`src/rtl/spram_pkg.sv`:
```
// Shared types and sizing for the SPRAM Wishbone bridge.
// The clear-sweep state exists only when SPRAM_CLEAR_EN is defined.
package spram_pkg;
    localparam int SPRAM_WORDS = 32768;
    localparam int SPRAM_AW    = 15;
    localparam int RAM_ADDR_W  = 22;
    localparam int NUM_LANES   = 4;

    typedef enum logic [2:0] {
        ST_IDLE  = 3'd0,
        ST_WRITE = 3'd1,
        ST_READ  = 3'd2,
        ST_RDATA = 3'd3,
`ifdef SPRAM_CLEAR_EN
        ST_CLEAR = 3'd5,
`endif
        ST_ACK   = 3'd4
    } state_t;
endpackage

```
`src/rtl/spram_clear_seq.sv`:
```
// Word-address up-counter for the post-reset zero-fill sweep (SPRAM_CLEAR_EN builds).
// done rises once the last word address has been handed out.
module spram_clear_seq #(
    parameter int WORDS = 32768,
    parameter int AW    = $clog2(WORDS)
) (
    input  logic          clk,
    input  logic          rst,
    input  logic          start,
    output logic [AW-1:0] addr,
    output logic          done
);
    always_ff @(posedge clk or posedge rst) begin
        if (rst) begin
            addr <= '0;
            done <= 1'b0;
        end else if (start && !done) begin
            addr <= addr + 1'b1;
            done <= (addr == AW'(WORDS - 1));
        end
    end
endmodule

```
`src/rtl/spram_wb_bridge.sv`:
```
// Wishbone classic slave driving the iCE40UP5K SPRAM port; one ack per accepted cycle.
// Define SPRAM_CLEAR_EN to zero-fill the bank after every reset before accepting requests.
module spram_wb_bridge
    import spram_pkg::*;
#(
    parameter int WORDS = SPRAM_WORDS
) (
    input  logic                  clk,
    input  logic                  rst,
    input  logic                  wb_cyc,
    input  logic                  wb_stb,
    input  logic                  wb_we,
    input  logic [NUM_LANES-1:0]  wb_sel,
    input  logic [31:0]           wb_adr,
    input  logic [31:0]           wb_dat,
    output logic [31:0]           wb_rdt,
    output logic                  wb_ack,
    output logic [NUM_LANES-1:0]  ram_wen,
    output logic [RAM_ADDR_W-1:0] ram_addr,
    output logic [31:0]           ram_wdata,
    input  logic [31:0]           ram_rdata,
    output logic                  busy
);
    localparam int AW = $clog2(WORDS);

    state_t                  state, state_d;
    logic                    ack_q, ack_d;
    logic [31:0]             rdt_d, wdata_d;
    logic [NUM_LANES-1:0]    wen_d;
    logic [RAM_ADDR_W-1:0]   addr_d;
    logic                    req;
    logic [AW-1:0]           index;
    logic                    unused_adr;

    assign req        = wb_cyc & wb_stb;
    assign index      = wb_adr[AW+1:2];
    assign unused_adr = ^{wb_adr[31:AW+2], wb_adr[1:0]};

    // A master that abandons its cycle never sees the late ack.
    assign wb_ack = ack_q & wb_cyc;

`ifdef SPRAM_CLEAR_EN
    localparam state_t RST_STATE = ST_CLEAR;
    logic [AW-1:0] clr_addr;
    logic          clr_done;

    spram_clear_seq #(.WORDS(WORDS), .AW(AW)) u_clear (
        .clk   (clk),
        .rst   (rst),
        .start (state == ST_CLEAR),
        .addr  (clr_addr),
        .done  (clr_done)
    );

    always_ff @(posedge clk or posedge rst) begin
        if (rst) busy <= 1'b1;
        else     busy <= (state_d == ST_CLEAR);
    end
`else
    localparam state_t RST_STATE = ST_IDLE;
    assign busy = 1'b0;
`endif

    always_comb begin
        state_d = state;
        ack_d   = ack_q;
        rdt_d   = wb_rdt;
        wen_d   = ram_wen;
        addr_d  = ram_addr;
        wdata_d = ram_wdata;
        case (state)
            ST_IDLE: begin
                wen_d = '0;
                if (req) begin
                    addr_d  = RAM_ADDR_W'(index);
                    wdata_d = wb_dat;
                    wen_d   = wb_we ? wb_sel : '0;
                    state_d = wb_we ? ST_WRITE : ST_READ;
                end
            end
            ST_WRITE: begin
                wen_d   = '0;
                ack_d   = 1'b1;
                state_d = ST_ACK;
            end
            ST_READ:  state_d = ST_RDATA;
            ST_RDATA: begin
                rdt_d   = ram_rdata;
                ack_d   = 1'b1;
                state_d = ST_ACK;
            end
            ST_ACK: begin
                ack_d   = 1'b0;
                state_d = ST_IDLE;
            end
`ifdef SPRAM_CLEAR_EN
            ST_CLEAR: begin
                if (clr_done) begin
                    wen_d   = '0;
                    state_d = ST_IDLE;
                end else begin
                    wen_d   = '1;
                    wdata_d = '0;
                    addr_d  = RAM_ADDR_W'(clr_addr);
                end
            end
`endif
            default: state_d = ST_IDLE;
        endcase
    end

    always_ff @(posedge clk or posedge rst) begin
        if (rst) begin
            state     <= RST_STATE;
            ack_q     <= 1'b0;
            wb_rdt    <= '0;
            ram_wen   <= '0;
            ram_addr  <= '0;
            ram_wdata <= '0;
        end else begin
            state     <= state_d;
            ack_q     <= ack_d;
            wb_rdt    <= rdt_d;
            ram_wen   <= wen_d;
            ram_addr  <= addr_d;
            ram_wdata <= wdata_d;
        end
    end
endmodule

```
`config.mk`:
```
export PLATFORM = sky130hd
export DESIGN_NAME = spram_wb_bridge
export DESIGN_NICKNAME = d
export VERILOG_FILES = /design/src/rtl/spram_pkg.sv /design/src/rtl/spram_clear_seq.sv /design/src/rtl/spram_wb_bridge.sv
export SDC_FILE = /design/constraint.sdc
export NUM_CORES = 1
export LEC_CHECK = 0
export ABC_AREA = 1
export BUFFER_PORTS_ARGS = -buffer_cell sky130_fd_sc_hd__buf_2
export CORE_UTILIZATION = 48
export CTS_CLUSTER_DIAMETER = 60
export CTS_CLUSTER_SIZE = 10
export DETAILED_ROUTE_END_ITERATION = 10
export PLACE_DENSITY = 0.87
export SLEW_MARGIN = 10
export SYNTH_ARGS = -nofsm -noshare
export SYNTH_HDL_FRONTEND = slang
export SYNTH_SLANG_ARGS = --single-unit
```
`constraint.sdc`:
```
create_clock -name clk -period 7.2 [get_ports clk]
set_clock_uncertainty 0.05 [all_clocks]
set_input_delay 0.36 -clock clk [delete_from_list [all_inputs] [get_ports clk]]
set_output_delay 0.36 -clock clk [all_outputs]
set_load 0.02 [all_outputs]
```
# ---- Yosys cells after proc, flatten, opt, wreduce, memory -nomap -nowiden
# Cells that the tools add are included.
dict set report word_totals {
  regBits 87
  latch_bits 0
  ramBits 0
  romBits 0
  out_inout_bits 92
  elab_cells 25
  mem_count 0
}
dict set report op_classes {
  addsub 0
  multipliers 0
  n_div 0
  magnitude_cmp 0
  n_eq_ne 5
  shift 0
  mux 7
  bitwise 2
  n_reduce_logical 5
}
# operator n
set op_table {}
lappend op_table {{$pmux 3 s3} 1}
lappend op_table {{$mux 4} 2}
lappend op_table {{$pmux 4 s2} 1}
lappend op_table {{$eq 3x2->1 const B} 2}
lappend op_table {{$reduce_bool 2->1} 2}
lappend op_table {{$eq 3x1->1 const B} 1}
lappend op_table {{$eq 3x3->1 const B} 1}
lappend op_table {{$logic_not 3->1} 1}
lappend op_table {{$mux 3} 1}
lappend op_table {{$and 1x1->1} 2}
lappend op_table {{$mux 2} 1}
lappend op_table {{$ne 2x2->1 const B} 1}
lappend op_table {{$pmux 1 s2} 1}
lappend op_table {{$reduce_and 2->1} 1}
lappend op_table {{$reduce_or 2->1} 1}

# ---- Depth between registers and ports, before layout
# Gate-level depths: netlist of the first run.
dict set report logic_depth {
  depth_word 3
  ltp_mapped 7
  depth_no_buf 6
}

# ---- Worst setup path before layout of the first run
# OpenSTA, ideal clock, no wires.
dict set report synth_path {
  path_kind {reg-to-reg}
  startpoint {register state[1]}
  endpoint {register ram_wdata[21]}
  setup_ns 0.118
  arrival_time_ns 1.049
  slack_ns 5.983
  stages_incl_launch_ff 7
  n_path_buf 2
  period_less_slack_ns 1.217
  cell_sequence {dfrtp_1 nor2_2 nand3_2 buf_6 buf_6 nand2_1 nand2_1}
}
dict set report synth_between {
  elab_chain_len 2
}
# item line_no
set synth_rtl {}
lappend synth_rtl {{start, declared} spram_wb_bridge.sv:26} ;# state_t state, state_d;
lappend synth_rtl {{start signal, assigned} spram_wb_bridge.sv:121} ;# state <= state_d;
lappend synth_rtl {{$logic_not 3->1} spram_wb_bridge.sv:71} ;# case (state)
lappend synth_rtl {{$reduce_and 2->1 (no source line)} --}
lappend synth_rtl {{end signal, assigned} spram_wb_bridge.sv:126} ;# ram_wdata <= wdata_d;
lappend synth_rtl {{end, declared} spram_wb_bridge.sv:20} ;# output logic [31:0] ram_wdata,
# No other way between the ends.
# A chain may end at the register's enable or synchronous reset.

# ---- Worst setup path after layout of the first run
dict set report layout_path {
  startpoint {register state[2]}
  endpoint {register wb_rdt[16]}
}
dict set report layout_between {
  elab_chain_len 1
}
# item line_no
set layout_rtl {}
lappend layout_rtl {{$eq 3x2->1} spram_wb_bridge.sv:71}
lappend layout_rtl {{end signal, assigned} spram_wb_bridge.sv:123} ;# wb_rdt <= rdt_d;
lappend layout_rtl {{end, declared} spram_wb_bridge.sv:16} ;# output logic [31:0] wb_rdt,
# No other way between the ends.

==> metrics.md, run 1 <==
| Metric | Value |
|---|---|
| Port-buffer cells | `171` |
| DRC | `0` |
| Mapped Area | `0.003721 mm²` |
| Adder-Cell Fraction of Synth Area | `0%` |
| Met2 usage | `36.20%` |
| Area grow syn2layout | `26.77%` |
| Core Region | `0.007370 mm²` |
| Worst path arrival time | `2.15 ns` |
| Num CTS Buffers | `9` |
| Post-layout nets | `674` |
| Clock Path Buffers | `2` |
| Multiplexer share of the synthesized area | `0%` |
| RSZ-0062 raised after global routing | `no` |
| Min-Delay Path Class | `in2reg` |
| Critical register-to-register path startpoint | `state[2]$_DFFE_PP0P_` |
| Overflow after GRT | `0` |
| Synth Area in Simple Gates | `26.26%` |
| Die width | `90.05 µm` |
| Fmax | `503.3 MHz` |
| Antenna violations before repair | `0` |
| Dpl hpwl | `5941 µm` |
| Synth Area in XOR/XNOR | `0%` |
| First-pass GRT wire length | `14020 µm` |
| Routed wire length per instance | `12.47 µm` |
| Mean post-synth cell area | `9.143 µm²` |
| Synth warn | `0` |
| R2R cell count | `3` |
| Sequential-to-total area share from yosys stat | `58.51%` |
| Crit path required time | `7.37 ns` |
| All-layer global routing usage | `21.61%` |
| Compound-Gate Fraction of Synth Area | `4.506%` |
| Post-cts sizing count | `0` |
| DRT iter0 DRCs | `98` |
| Die Ht | `90.05 µm` |
| Slew headroom | `24.33%` |
| Layer with the highest usage | `met2` |
| Flop-to-flop setup slack | `5.21 ns` |
| CP startpoint kind | `register` |
| TNS Setup | `0 ns` |
| Max_cap viols | `0` |
| Slew @ Worst Pin | `1.134 ns` |
| CP Class | `reg2reg` |
| Clock Latency Late Sink | `0.33 ns` |
| Initial Util | `50.49%` |
| Largest family of logic cells by synthesized area | `simple AND/OR/NAND/NOR gates` |
| Cell variety after synth | `17` |
| Worst VDD drop | `217.0 µV` |
| TritonCTS clock tree | `built` |
| Routability Congestion | `0.8022` |
| Pwr dens | `443.6 mW/mm²` |
| Hold_sp | `wb_dat[21]` |
| Flops & latches, synth | `87` |
| Num Clock Sinks | `87` |
| Total die area | `0.008108 mm²` |
| Post-CTS setup buffers | `0` |
| Total Wirelength | `8367 µm` |
| Max-slew violations | `0` |
| Fin crit share | `27.59%` |
| Leakage | `2.818 nW` |
| Outcome | `complete, no violations` |
| Min-Delay Endpoint | `ram_wdata[21]$_DFFE_PP0P_` |
| Met1 usage | `27.03%` |
| Crit end category | `register` |
| Diode count | `0` |
| # hold bufs at CTS | `0` |
| CTS root buffer | `clkbuf_8` |
| Largest net degree at the start of global routing | `88` |
| Num ports | `197` |
| Final Hold Vio Count | `0` |
| Worst Hold Depth | `3` |
| Vias in the first global route | `3080` |
| Share of cells above drive strength 1 | `37.94%` |
| Final min period | `1.987 ns` |
| Via count | `3185` |
| DRT Pass-1 Iters | `4` |
| RR Endpoint | `wb_rdt[16]$_DFFE_PP0N_` |
| Post-Syn Instances | `407` |
| Reg clk slew, reported paths | `0.08 ns` |
| GRT met3 Usage | `4.992%` |
| Crit-path max FO | `66` |
| Util after Layout | `64.01%` |
| Fillers | `644` |
| Htree depth | `3` |
| Final setup vio count | `0` |
| Routed Antenna Nets | `0` |
| DR vias/cell | `4.747` |
| Core Rows | `31` |
[worst max path at each step]
stage | slack [ns] | depth (start not counted) | start | end
2_1_floorplan | 4.54 | 1 | rst | ack_q$_DFFE_PP0P_
3_3_place_gp | 5.23 | 6 | state[1]$_DFFE_PP0P_ | state[1]$_DFFE_PP0P_
3_5_place_dp | 5.18 | 5 | state[1]$_DFFE_PP0P_ | ram_wdata[23]$_DFFE_PP0P_
4_1_cts | 5.17 | 5 | state[1]$_DFFE_PP0P_ | ram_wdata[23]$_DFFE_PP0P_
5_1_grt | 4.91 | 3 | state[2]$_DFFE_PP0P_ | wb_rdt[27]$_DFFE_PP0N_
6_report | 5.21 | 3 | state[2]$_DFFE_PP0P_ | wb_rdt[16]$_DFFE_PP0N_
[cells by family after synthesis]
kind of cell / Yosys count
AOI/OAI and AO/OA: 33
buffers and inverters: 76
DFF: 87
other: 1
and+or+nand+nor: 210
[layer usage]
metal,share of wire (%),wire length (µm),vias to the layer above
li1,-,-,1564
met4,1.6,138,0
met3,6.9,579,14
met2,48,4057,146
met1,43,3592,1461
met5,0,0,-
[critical path, stage by stage, from the launching register on]
cell and delay (ns):
dfrtp_1 0.41, inv_2 0.10, nand3_2 0.84, o21ai_1 0.45
[through the flow]
step	std cells	hold WS (ns)	instance area, µm²	power, mW	worst slack [ns]
5_1_grt	671	0.1824	4717	2.237	4.908
3_3_place_gp	656	0.4063	4521	1.737	5.235
4_1_cts	670	0.1744	4697	2.096	5.173
2_1_floorplan	414	0.4342	3747	1.481	4.540
3_5_place_dp	656	0.4095	4521	1.777	5.180
6_report	671	0.1893	4717	2.092	5.213
[synth_stat cells]
cell | instances | area, µm²
nor2_2 | 1 | 6.260
clkbuf_1 | 4 | 15.01
inv_1 | 42 | 157.7
nand2_2 | 1 | 6.260
nand3_1 | 31 | 155.2
buf_4 | 11 | 82.58
o211ai_1 | 1 | 7.510
inv_2 | 4 | 15.01
nand2_1 | 147 | 551.8
nor2_4 | 1 | 11.26
o21ai_1 | 32 | 160.2
buf_2 | 7 | 35.03
dfrtp_1 | 87 | 2177
conb_1 | 1 | 3.750
buf_6 | 8 | 90.09
nor2_1 | 7 | 26.28
nand3_2 | 22 | 220.2
[state kept, by name, indices dropped and copies added, names as in the netlist]
| register | cells |
|---|---|
| ack_q | 1 |
| ram_addr | 15 |
| ram_wdata | 32 |
| ram_wen | 4 |
| state | 3 |
| wb_rdt | 32 |
[layout make-up]
| type | count | area, µm² | share of cell area [%] |
|---|---|---|---|
| flip-flops and latches | 87 | 2177 | 46.15 |
| clock inverters | 4 | 48.80 | 1.034 |
| inverters | 46 | 173.9 | 3.687 |
| clock buffers | 10 | 127.6 | 2.706 |
| multi-input cells | 251 | 1175 | 24.91 |
| repair buffers | 174 | 890.9 | 18.89 |
| well taps | 99 | 123.9 | 2.626 |
[power breakdown]
part / switching (mW) / total [mW] / internal [mW]
registers: 0.120 / 0.833 / 0.713
clock network: 0.156 / 0.313 / 0.156
logic: 0.635 / 0.947 / 0.312
[cell usage in the layout (no fill, tap or decap), drive strengths merged, types with 4 or more instances in the layout]
cell type    n
clkinv       4
inv         45
buf        174
nor2         9
dfrtp       87
nand3       53
clkbuf      10
nand2      148
o21ai       32
conb         8
(Power assumes the default switching activity.)
==> run 2: changes to the inputs <==
ABC_AREA = 0   (was 1)
CORE_UTILIZATION = 39   (was 48)
PLACE_DENSITY = 0.78   (was 0.87)
clock period = 1.67 ns   (was 7.2 ns; I/O delays follow)
==> run 2 against run 1 <==
Net effect:
- first-iteration DRC count down 34%
- sequential power grew to 4.4 times the previous value
- via count down 18%
- hold slack got worse by 0.16 ns
- total power rose to 4.6 times the previous value
- wire length barely moved
- utilization grew 1.3 points
- maximum frequency is 23% higher
- area after synthesis fell by 9.4%
- highest routed layer unchanged
==> metrics.md, run 2 <==
| Metric | Value |
|---|---|
| Port-buffer cells | `171 (unchanged)` |
| Area grow syn2layout | `60.86%` |
| Total Wirelength | `8361 µm (about the same)` |
| Largest net degree at the start of global routing | `88 (unchanged)` |
| All-layer global routing usage | `18.21% (-3.4 points)` |
| Routability Congestion | `0.6538 (-18%)` |
| Fin crit share | `97.06% (+69 points)` |
| Routed Antenna Nets | `0 (unchanged)` |
| DR vias/cell | `4.548 (-4.2%)` |
| Final min period | `1.621 ns (-0.3660 ns)` |
| Post-layout nets | `572 (-15%)` |
| Commonest non-fill, non-tap cells in the layout | `171 x buf_2, 87 x dfrtp_1, 84 x dlygate4sd3_1, 75 x mux2_2, 9 x clkbuf_8` |
| Most common cell in the netlist | `dfrtp_1` |
| Die width | `94.95 µm (+5.4%)` |
| Die Ht | `94.95 µm (+5.4%)` |
| Final Hold Vio Count | `0 (unchanged)` |
| Clock Path Buffers | `2 (unchanged)` |
| DRT Pass-1 Iters | `4 (unchanged)` |
| Worst VDD drop | `1007 µV (+360%)` |
| Fmax | `617.0 MHz (+23%)` |
| DRT iter0 DRCs | `65 (-34%)` |
| Num CTS Buffers | `9 (unchanged)` |
| Overflow after GRT | `0 (unchanged)` |
| Main synth FF type | `dfrtp_1` |
| Post-Syn Instances | `203 (-50%)` |
| Fillers | `600 (-6.8%)` |
| Antenna violations before repair | `0 (unchanged)` |
| Synth warn | `0 (unchanged)` |
| Largest cells by area after synthesis | `dfrtp_1 65%, mux2_2 25%, buf_4 1.8%` |
| Reg clk slew, reported paths | `0.08 ns (about the same)` |
| Max-slew violations | `0 (unchanged)` |
| Multi-input gate area | `0.001054 mm² (-10%)` |
| Core Rows | `33 (+6.5%)` |
| Leakage | `2.631 nW (-6.7%)` |
| Initial Util | `40.60% (-9.9 points)` |
| Htree depth | `3 (unchanged)` |
| Post-synth top cells | `87 x dfrtp_1, 75 x mux2_2, 8 x buf_4` |
| CP Class | `reg2reg` |
| First-pass GRT wire length | `12390 µm (-12%)` |
| CP startpoint kind | `register` |
| Dpl hpwl | `4741 µm (-20%)` |
| Flops & latches, synth | `87 (unchanged)` |
| TritonCTS clock tree | `built` |
| Core Region | `0.008299 mm² (+13%)` |
| FFs w/ async S/R, synth | `100.0% (unchanged)` |
| Crit path required time | `1.84 ns (-5.53 ns)` |
| Crit-path max FO | `23 (-65%)` |
| Number of flops mapped to enable cells by yosys | `0 (unchanged)` |
| Num Clock Sinks | `87 (unchanged)` |
| Max_cap viols | `0 (unchanged)` |
| Cell variety after synth | `20 (+3)` |
| Top cell type's share of synthesized area | `64.61% (+6.1 points)` |
| Register area | `0.002177 mm² (unchanged)` |
| Crit end category | `register` |
| Pwr dens | `1759 mW/mm² (+300%)` |
| Num ports | `197 (unchanged)` |
| Post-route setup slack | `0.04915 ns (-5.164 ns)` |
| DRC | `0 (unchanged)` |
| CTS root buffer | `clkbuf_8` |
| Via count | `2615 (-18%)` |
| Worst path arrival time | `1.79 ns (-0.36 ns)` |
| Total die area | `0.009016 mm² (+11%)` |
| Top Registers | `ram_wdata x32, wb_rdt x32, ram_addr x15` |
| Commonest non-fill, non-tap cell in the layout | `buf_2` |
| Mapped Area | `0.003369 mm² (-9.4%)` |
| Final setup vio count | `0 (unchanged)` |
| Routed wire length per instance | `14.54 µm (+17%)` |
| Sequential-to-total area share from yosys stat | `64.61% (+6.1 points)` |
| Pre-CTS setup slack | `0.0004463 ns (-5.180 ns)` |
| Min-Delay Path Class | `in2reg` |
| Mean post-synth cell area | `16.60 µm² (+82%)` |
| Clock Latency Late Sink | `0.33 ns (about the same)` |
| Outcome | `complete, no violations` |
| Vias in the first global route | `2690 (-13%)` |
| Util after Layout | `65.31% (+1.3 points)` |
| Diode count | `0 (unchanged)` |
| Post-synth top area cell | `dfrtp_1` |
| Share of cells above drive strength 1 | `57.45% (+20 points)` |
==> run 2: changes by cell type in the layout (fill, tap and decap cells not counted), sizes merged, moves of 4 or more <==
cell         previous run  this run
nand2                 148         2
o21ai                  32         0
mux2                    0        79
a32o                    0         4
nor2                    9         2
clkinv                  4         0
dlygate4sd3             0        84
inv                    45         1
nand3                  53         0
==> run 2: cell type report <==
class	instances	share of cell area, %
Clock buffer	10	2.355
Timing Repair Buffer	262	33.19
Multi-Input combinational cell	105	19.44
Tap cell	105	2.424
Clock inverter	4	2.216
Sequential cell	87	40.17
Inverter	2	0.2078
==> run 2: through the flow <==
stage | area, µm² | cells | power (mW) | hold slack [ns] | TNS [ns]
floorplan | 3400 | 210 | 6.203 | 0.1682 | 0
global placement | 4304 | 475 | 7.429 | 0.2030 | 0
detailed placement | 4304 | 475 | 7.583 | 0.2044 | 0
CTS | 5393 | 573 | 9.563 | 0.01407 | 0
global route | 5420 | 575 | 10.08 | 0.01859 | -0.001832
finish | 5420 | 575 | 9.536 | 0.03136 | 0
==> run 2: final timing paths <==
check,start,end,slack (ns),cells past startpoint
hold reg to reg,ram_wdata[4]$_DFFE_PP0P_,ram_wdata[4]$_DFFE_PP0P_,0.44,1
max in group asynchronous,rst,wb_rdt[8]$_DFFE_PP0N_,0.82,4
setup / recovery,state[2]$_DFFE_PP0P_,ram_addr[5]$_DFFE_PP0P_,0.05,4
setup reg to reg,state[2]$_DFFE_PP0P_,ram_addr[5]$_DFFE_PP0P_,0.05,4
hold / removal,wb_stb,state[0]$_DFFE_PP0P_,0.03,3
min in group asynchronous,rst,ram_wdata[25]$_DFFE_PP0P_,0.42,4
==> run 2: metal layers <==
metal,vias up,global-route usage [%],routed length [µm]
li1,1218,-,-
met1,1277,20.27,3329
met2,109,32.73,4436
met3,11,5.717,501
met4,0,6.061,94
met5,-,0,0
==> run 2: power breakdown <==
part / leakage [nW] / switching (mW) / internal (mW)
registers: 1.03 / 0.513 / 3.14
logic: 1.47 / 2.26 / 1.81
clock network: 0.122 / 0.683 / 1.13
==> run 2: critical path: stages, from the launching register on <==
cell       delay (ns)
dfrtp_1          0.47
nor4_4           0.23
buf_4            0.18
clkbuf_16        0.21
mux2_2           0.36
==> run 2: cell families (layout without fill, tap and decap cells) <==
kind of cell	count (synthesis)	count (layout)	share of synthesized area, %
simple gates	10	10	2.080
mux	79	79	26.40
compound gates	8	8	1.894
flops	87	87	64.61
other cells	1	8	0.1113
buf+inv	18	278	4.902
==> run 2: repair_timing <==
action | CTS | global route
resized for setup | 0 | 2
endpoints found under the setup margin | 0 | 41
setup buffers | 0 | 1
hold endpoints to repair | 170 | 0
hold buffers | 84 | 0
